<file path="src/rtl/rx_mod_pkg.sv">
// Shared definitions for the UART receiver: FSM state encoding, oversampling
// constants and a helper that sizes the oversampling tick counter.
package rx_mod_pkg;

  typedef enum logic [1:0] {
    IDLE  = 2'd0,
    START = 2'd1,
    DATA  = 2'd2,
    STOP  = 2'd3
  } rx_state_e;

  localparam int OVERSAMPLE = 16;
  localparam int MID_START  = 7;

  // The tick counter must reach both OVERSAMPLE-1 and STOP_TICKS-1.
  function automatic int tick_cnt_width(input int stop_ticks);
    int top;
    top = (stop_ticks > OVERSAMPLE) ? stop_ticks : OVERSAMPLE;
    return (top <= 2) ? 1 : $clog2(top);
  endfunction

endpackage

</file>
<file path="src/rtl/sync_2ff.sv">
// Two-flop synchronizer bringing the asynchronous RX pad into the i_clk domain.
module sync_2ff #(
  parameter logic RESET_VAL = 1'b1
) (
  input  logic i_clk,
  input  logic i_reset,
  input  logic i_d,
  output logic o_q
);

  logic meta_q;
  logic sync_q;

  always_ff @(posedge i_clk) begin
    if (i_reset) begin
      meta_q <= RESET_VAL;
      sync_q <= RESET_VAL;
    end else begin
      meta_q <= i_d;
      sync_q <= meta_q;
    end
  end

  assign o_q = sync_q;

endmodule

</file>
<file path="src/rtl/rx_mod.sv">
// UART 8N1-style receiver: 16x oversampled, mid-bit sampling, LSB first,
// one-clock done pulse per good frame; frames with a low stop bit are dropped.
module rx_mod
  import rx_mod_pkg::*;
#(
  parameter int NB_DATA    = 8,
  parameter int STOP_TICKS = 16
) (
  input  logic               i_clk,
  input  logic               i_reset,
  input  logic               i_s_tick,
  input  logic               i_rx,
  output logic [NB_DATA-1:0] o_rx_data,
  output logic               o_rx_done_tick
);

  localparam int S_W = tick_cnt_width(STOP_TICKS);
  localparam int N_W = (NB_DATA > 1) ? $clog2(NB_DATA) : 1;

  localparam logic [S_W-1:0] S_MID      = S_W'(MID_START);
  localparam logic [S_W-1:0] S_BIT_END  = S_W'(OVERSAMPLE - 1);
  localparam logic [S_W-1:0] S_STOP_END = S_W'(STOP_TICKS - 1);
  localparam logic [N_W-1:0] N_LAST     = N_W'(NB_DATA - 1);

  rx_state_e          state_q, state_d;
  logic [S_W-1:0]     s_q, s_d;
  logic [N_W-1:0]     n_q, n_d;
  logic [NB_DATA-1:0] shift_q, shift_d;
  logic [NB_DATA-1:0] data_q, data_d;
  logic               done_q, done_d;
  logic               rx_s;

  sync_2ff #(
    .RESET_VAL(1'b1)
  ) u_sync (
    .i_clk  (i_clk),
    .i_reset(i_reset),
    .i_d    (i_rx),
    .o_q    (rx_s)
  );

  always_ff @(posedge i_clk) begin
    if (i_reset) begin
      state_q <= IDLE;
      s_q     <= '0;
      n_q     <= '0;
      shift_q <= '0;
      data_q  <= '0;
      done_q  <= 1'b0;
    end else begin
      state_q <= state_d;
      s_q     <= s_d;
      n_q     <= n_d;
      shift_q <= shift_d;
      data_q  <= data_d;
      done_q  <= done_d;
    end
  end

  always_comb begin
    state_d = state_q;
    s_d     = s_q;
    n_d     = n_q;
    shift_d = shift_q;
    data_d  = data_q;
    done_d  = 1'b0;
    unique case (state_q)
      IDLE: begin
        // Level-based start detection, independent of the tick.
        if (!rx_s) begin
          state_d = START;
          s_d     = '0;
        end
      end
      START: begin
        if (i_s_tick) begin
          if (s_q == S_MID) begin
            if (!rx_s) begin
              state_d = DATA;
              s_d     = '0;
              n_d     = '0;
            end else begin
              state_d = IDLE;
            end
          end else begin
            s_d = s_q + S_W'(1);
          end
        end
      end
      DATA: begin
        if (i_s_tick) begin
          if (s_q == S_BIT_END) begin
            s_d     = '0;
            shift_d = {rx_s, shift_q[NB_DATA-1:1]};
            if (n_q == N_LAST) begin
              state_d = STOP;
            end else begin
              n_d = n_q + N_W'(1);
            end
          end else begin
            s_d = s_q + S_W'(1);
          end
        end
      end
      STOP: begin
        if (i_s_tick) begin
          if (s_q == S_STOP_END) begin
            state_d = IDLE;
            if (rx_s) begin
              data_d = shift_q;
              done_d = 1'b1;
            end
          end else begin
            s_d = s_q + S_W'(1);
          end
        end
      end
      default: state_d = IDLE;
    endcase
  end

  always_comb begin
    o_rx_data      = data_q;
    o_rx_done_tick = done_q;
  end

endmodule

</file>
<file path="config.mk">
export PLATFORM = sky130hd
export DESIGN_NAME = rx_mod
export DESIGN_NICKNAME = d
export VERILOG_FILES = /design/src/rtl/rx_mod_pkg.sv /design/src/rtl/sync_2ff.sv /design/src/rtl/rx_mod.sv
export SDC_FILE = /design/constraint.sdc
export NUM_CORES = 1
export LEC_CHECK = 0
export ABC_CLOCK_PERIOD_IN_PS = 3000
export CAP_MARGIN = 20
export CELL_PAD_IN_SITES_DETAIL_PLACEMENT = 0
export CELL_PAD_IN_SITES_GLOBAL_PLACEMENT = 2
export CORE_AREA = 8 8 67 69
export CTS_CLUSTER_DIAMETER = 60
export DETAILED_ROUTE_END_ITERATION = 7
export DIE_AREA = 0 0 75 77
export MAX_ROUTING_LAYER = met4
export PLACE_DENSITY = 0.9
export SLEW_MARGIN = 20
export SYNTH_ARGS = -nofsm -noshare
export SYNTH_HDL_FRONTEND = slang
export SYNTH_SLANG_ARGS = --single-unit
</file>
<file path="constraint.sdc">
create_clock -name i_clk -period 3 [get_ports i_clk]
set_clock_uncertainty 0.2 [all_clocks]
set_input_delay 0.3 -clock i_clk [delete_from_list [all_inputs] [get_ports i_clk]]
set_output_delay 0.3 -clock i_clk [all_outputs]
set_load 0.01 [all_outputs]
</file>
==> reports/results.tsv <==
metric	value	unit
Ant. Diodes	0	
CTS Hold Bufs	0	
fmax	0.503	GHz
hpwl dp	1680	µm
Cells after Synth	127	
total global routing overflow	0	
Worst-path clk slew	0.15	ns
CP max stage delay	0.41	ns
Syn Area/Cell	9.70	µm²
Syn-to-layout area delta	17.2	%
Sink Count	28	
peak supply drop	0.259	mV
syn nets	134	
CP Cell Sequence	ha_1, nand3_4, nor4_2, buf_4, mux2i_1, nor2_1	
Synth Cell Area	1230	µm²
relative slew slack	65.8	%
commonest cells in the synthesized netlist	28 x dfxtp_1, 20 x nor2_1, 16 x mux2i_1	
# rows	22	
die area	5780	µm²
max-cap violation count	0	
detailed-route wire length per cell	12.2	µm
TritonRoute pass-1 iters	4	
total CTS buffers	3	
TNS Setup	0	ns
layout cells sized above 1	10.1	%
Setup Fix Bufs, Post-CTS	0	
data arrival time of the worst path	2.00	ns
fin crit period	1.99	ns
crit share post-route	66.2	%
RSZ-0062 raised after global routing	false	
fin nets	146	
sequential share of the synthesized area	45.5	%
Die X	75	µm
Fin Hold WS	0.228	ns
DR iter-0 viols	44	
asr flop ratio synth	0	%
Design Power	0.645	mW
H-tree level count	1	
Pwr Density	447	nW/µm²
final wirelength	2270	µm
#FFs+latches synth	28	
area share of the largest cell type after synthesis	45.5	%
Hold Crit Class	flop to flop	
clk_lat worst skew	0.33	ns
clock buffer depth	2	
vias in the first global route	907	
initial antenna violation count	0	
Detail Route Antenna Nets	0	
Final Hold Fails	0	
gr usage total	9.06	%
core area	3500	µm²
CTS tree	built	
Yosys cell types	37	
Starting Density	35.3	%
vias per cell	4.99	
outcome	finished, final reports clean	
worst path required time	3.02	ns
vias post-DR	928	
# resized after CTS	0	
dominant cell type by area after synthesis	dfxtp_1	
startpoint types	flop	
synth top area cells	dfxtp_1 45%, mux2i_1 13%, nor2_1 6.1%, ha_1 3.0%, inv_1 2.1%	
Top Ports	13	
worst slew pin tran	0.508	ns
# port buffers	12	
most common cell in the netlist	dfxtp_1	
CP endpoint kind	flop	
largest net degree at the start of global routing	20	
Root Driver	clkbuf_4	
critical path's slowest cell	dfxtp_1	
Yosys Warn Count	0	
top_reg_cell synth	dfxtp_1	
Post-synth EDFFs	0	
LEAKAGE	0.472	nW
global placer's final weighted congestion	0.873	
first-pass GRT wire length	4040	µm
DR DRC count	0	
Crit Path Max Fanout	9	
final setup vio count	0	
Max Slew Vio Count	0	
CP Class	flop to flop	
Die H	77	µm
cell families (layout without fill, tap and decap cells):
logic type | count (synthesis) | after routing | share of synthesized area [%]
buffers and inverters | 14 | 25 | 5.58
AOI/OAI and AO/OA | 25 | 25 | 15.1
muxes | 16 | 16 | 13.0
xor gates and xnor gates | 1 | 1 | 0.711
and+or+nand+nor | 40 | 40 | 17.1
DFF | 28 | 28 | 45.5
adders and majority gates | 3 | 3 | 3.05
critical path: cells and delay by family, from the launching register on:
kind                     cells  cell delay [ns]
AND/OR/NAND/NOR              3             0.48
adder cells (fa/ha/maj)      1             0.34
flip-flops                   1             0.41
multiplexers                 1             0.21
buffers and inverters        1             0.24
worst paths after layout:
path,from,end,slack [ns],depth (start not counted)
worst min register to register,u_sync.meta_q$_SDFF_PP1_,u_sync.o_q$_SDFF_PP1_,0.23,1
worst max-delay path,s_q[0]$_SDFFE_PP0P_,o_rx_data[1]$_SDFFE_PP0P_,1.01,6
worst min-delay path,u_sync.meta_q$_SDFF_PP1_,u_sync.o_q$_SDFF_PP1_,0.23,1
worst max register to register,s_q[0]$_SDFFE_PP0P_,o_rx_data[1]$_SDFFE_PP0P_,1.01,6
sequential cells by signal, indices dropped and copies added (netlist names), named ones only:
| name | count |
|---|---|
| n_q | 3 |
| o_rx_data | 8 |
| o_rx_done_tick | 1 |
| s_q | 4 |
| shift_q | 8 |
| state_q | 1 |
| u_sync.meta_q | 1 |
| u_sync.o_q | 1 |
per-stage QoR:
stage                     instances  utilization [%]  setup WS, ns  instance area, µm²
after global routing            186             41.3         0.853                1440
after detailed placement        182             39.8         0.898                1390
after floorplan                 127                -          1.24                1230
final                           186             41.3          1.01                1440
after global placement          182             39.8         0.927                1390
after CTS                       186             41.3          1.01                1440
power by group:
part           total (mW)  switching, mW  internal (mW)
sequential          0.378        0.00359          0.374
combinational      0.0241         0.0136         0.0105
clock               0.243          0.108          0.135
layout make-up:
class | instances | area, µm²
Sequential cell | 28 | 561
Inverter | 7 | 26.3
Clock inverter | 1 | 30.0
Multi-Input combinational cell | 85 | 609
Fill cell | 350 | 2050
Timing Repair Buffer | 14 | 135
Clock buffer | 3 | 22.5
Tap cell | 48 | 60.1
placed cells by master, fill, tap and decap left out, drive strengths merged, types with 3 or more instances in the layout:
cell type      instances
ha                     3
clkdlybuf4s50         12
clkbuf                 3
o21ai                  6
nor2                  20
mux2i                 16
a21oi                  4
inv                    7
dfxtp                 28
nand2                  6
per-layer routing:
layer | part of all wire [%] | up-vias | global-route usage [%]
li1 | - | 473 | -
met1 | 49 | 438 | 10.8
met2 | 45 | 13 | 12.9
met3 | 3.4 | 4 | 2.47
met4 | 2.2 | 0 | 5.88
met5 | 0 | - | -
Power figures use the tool's default switching activity.
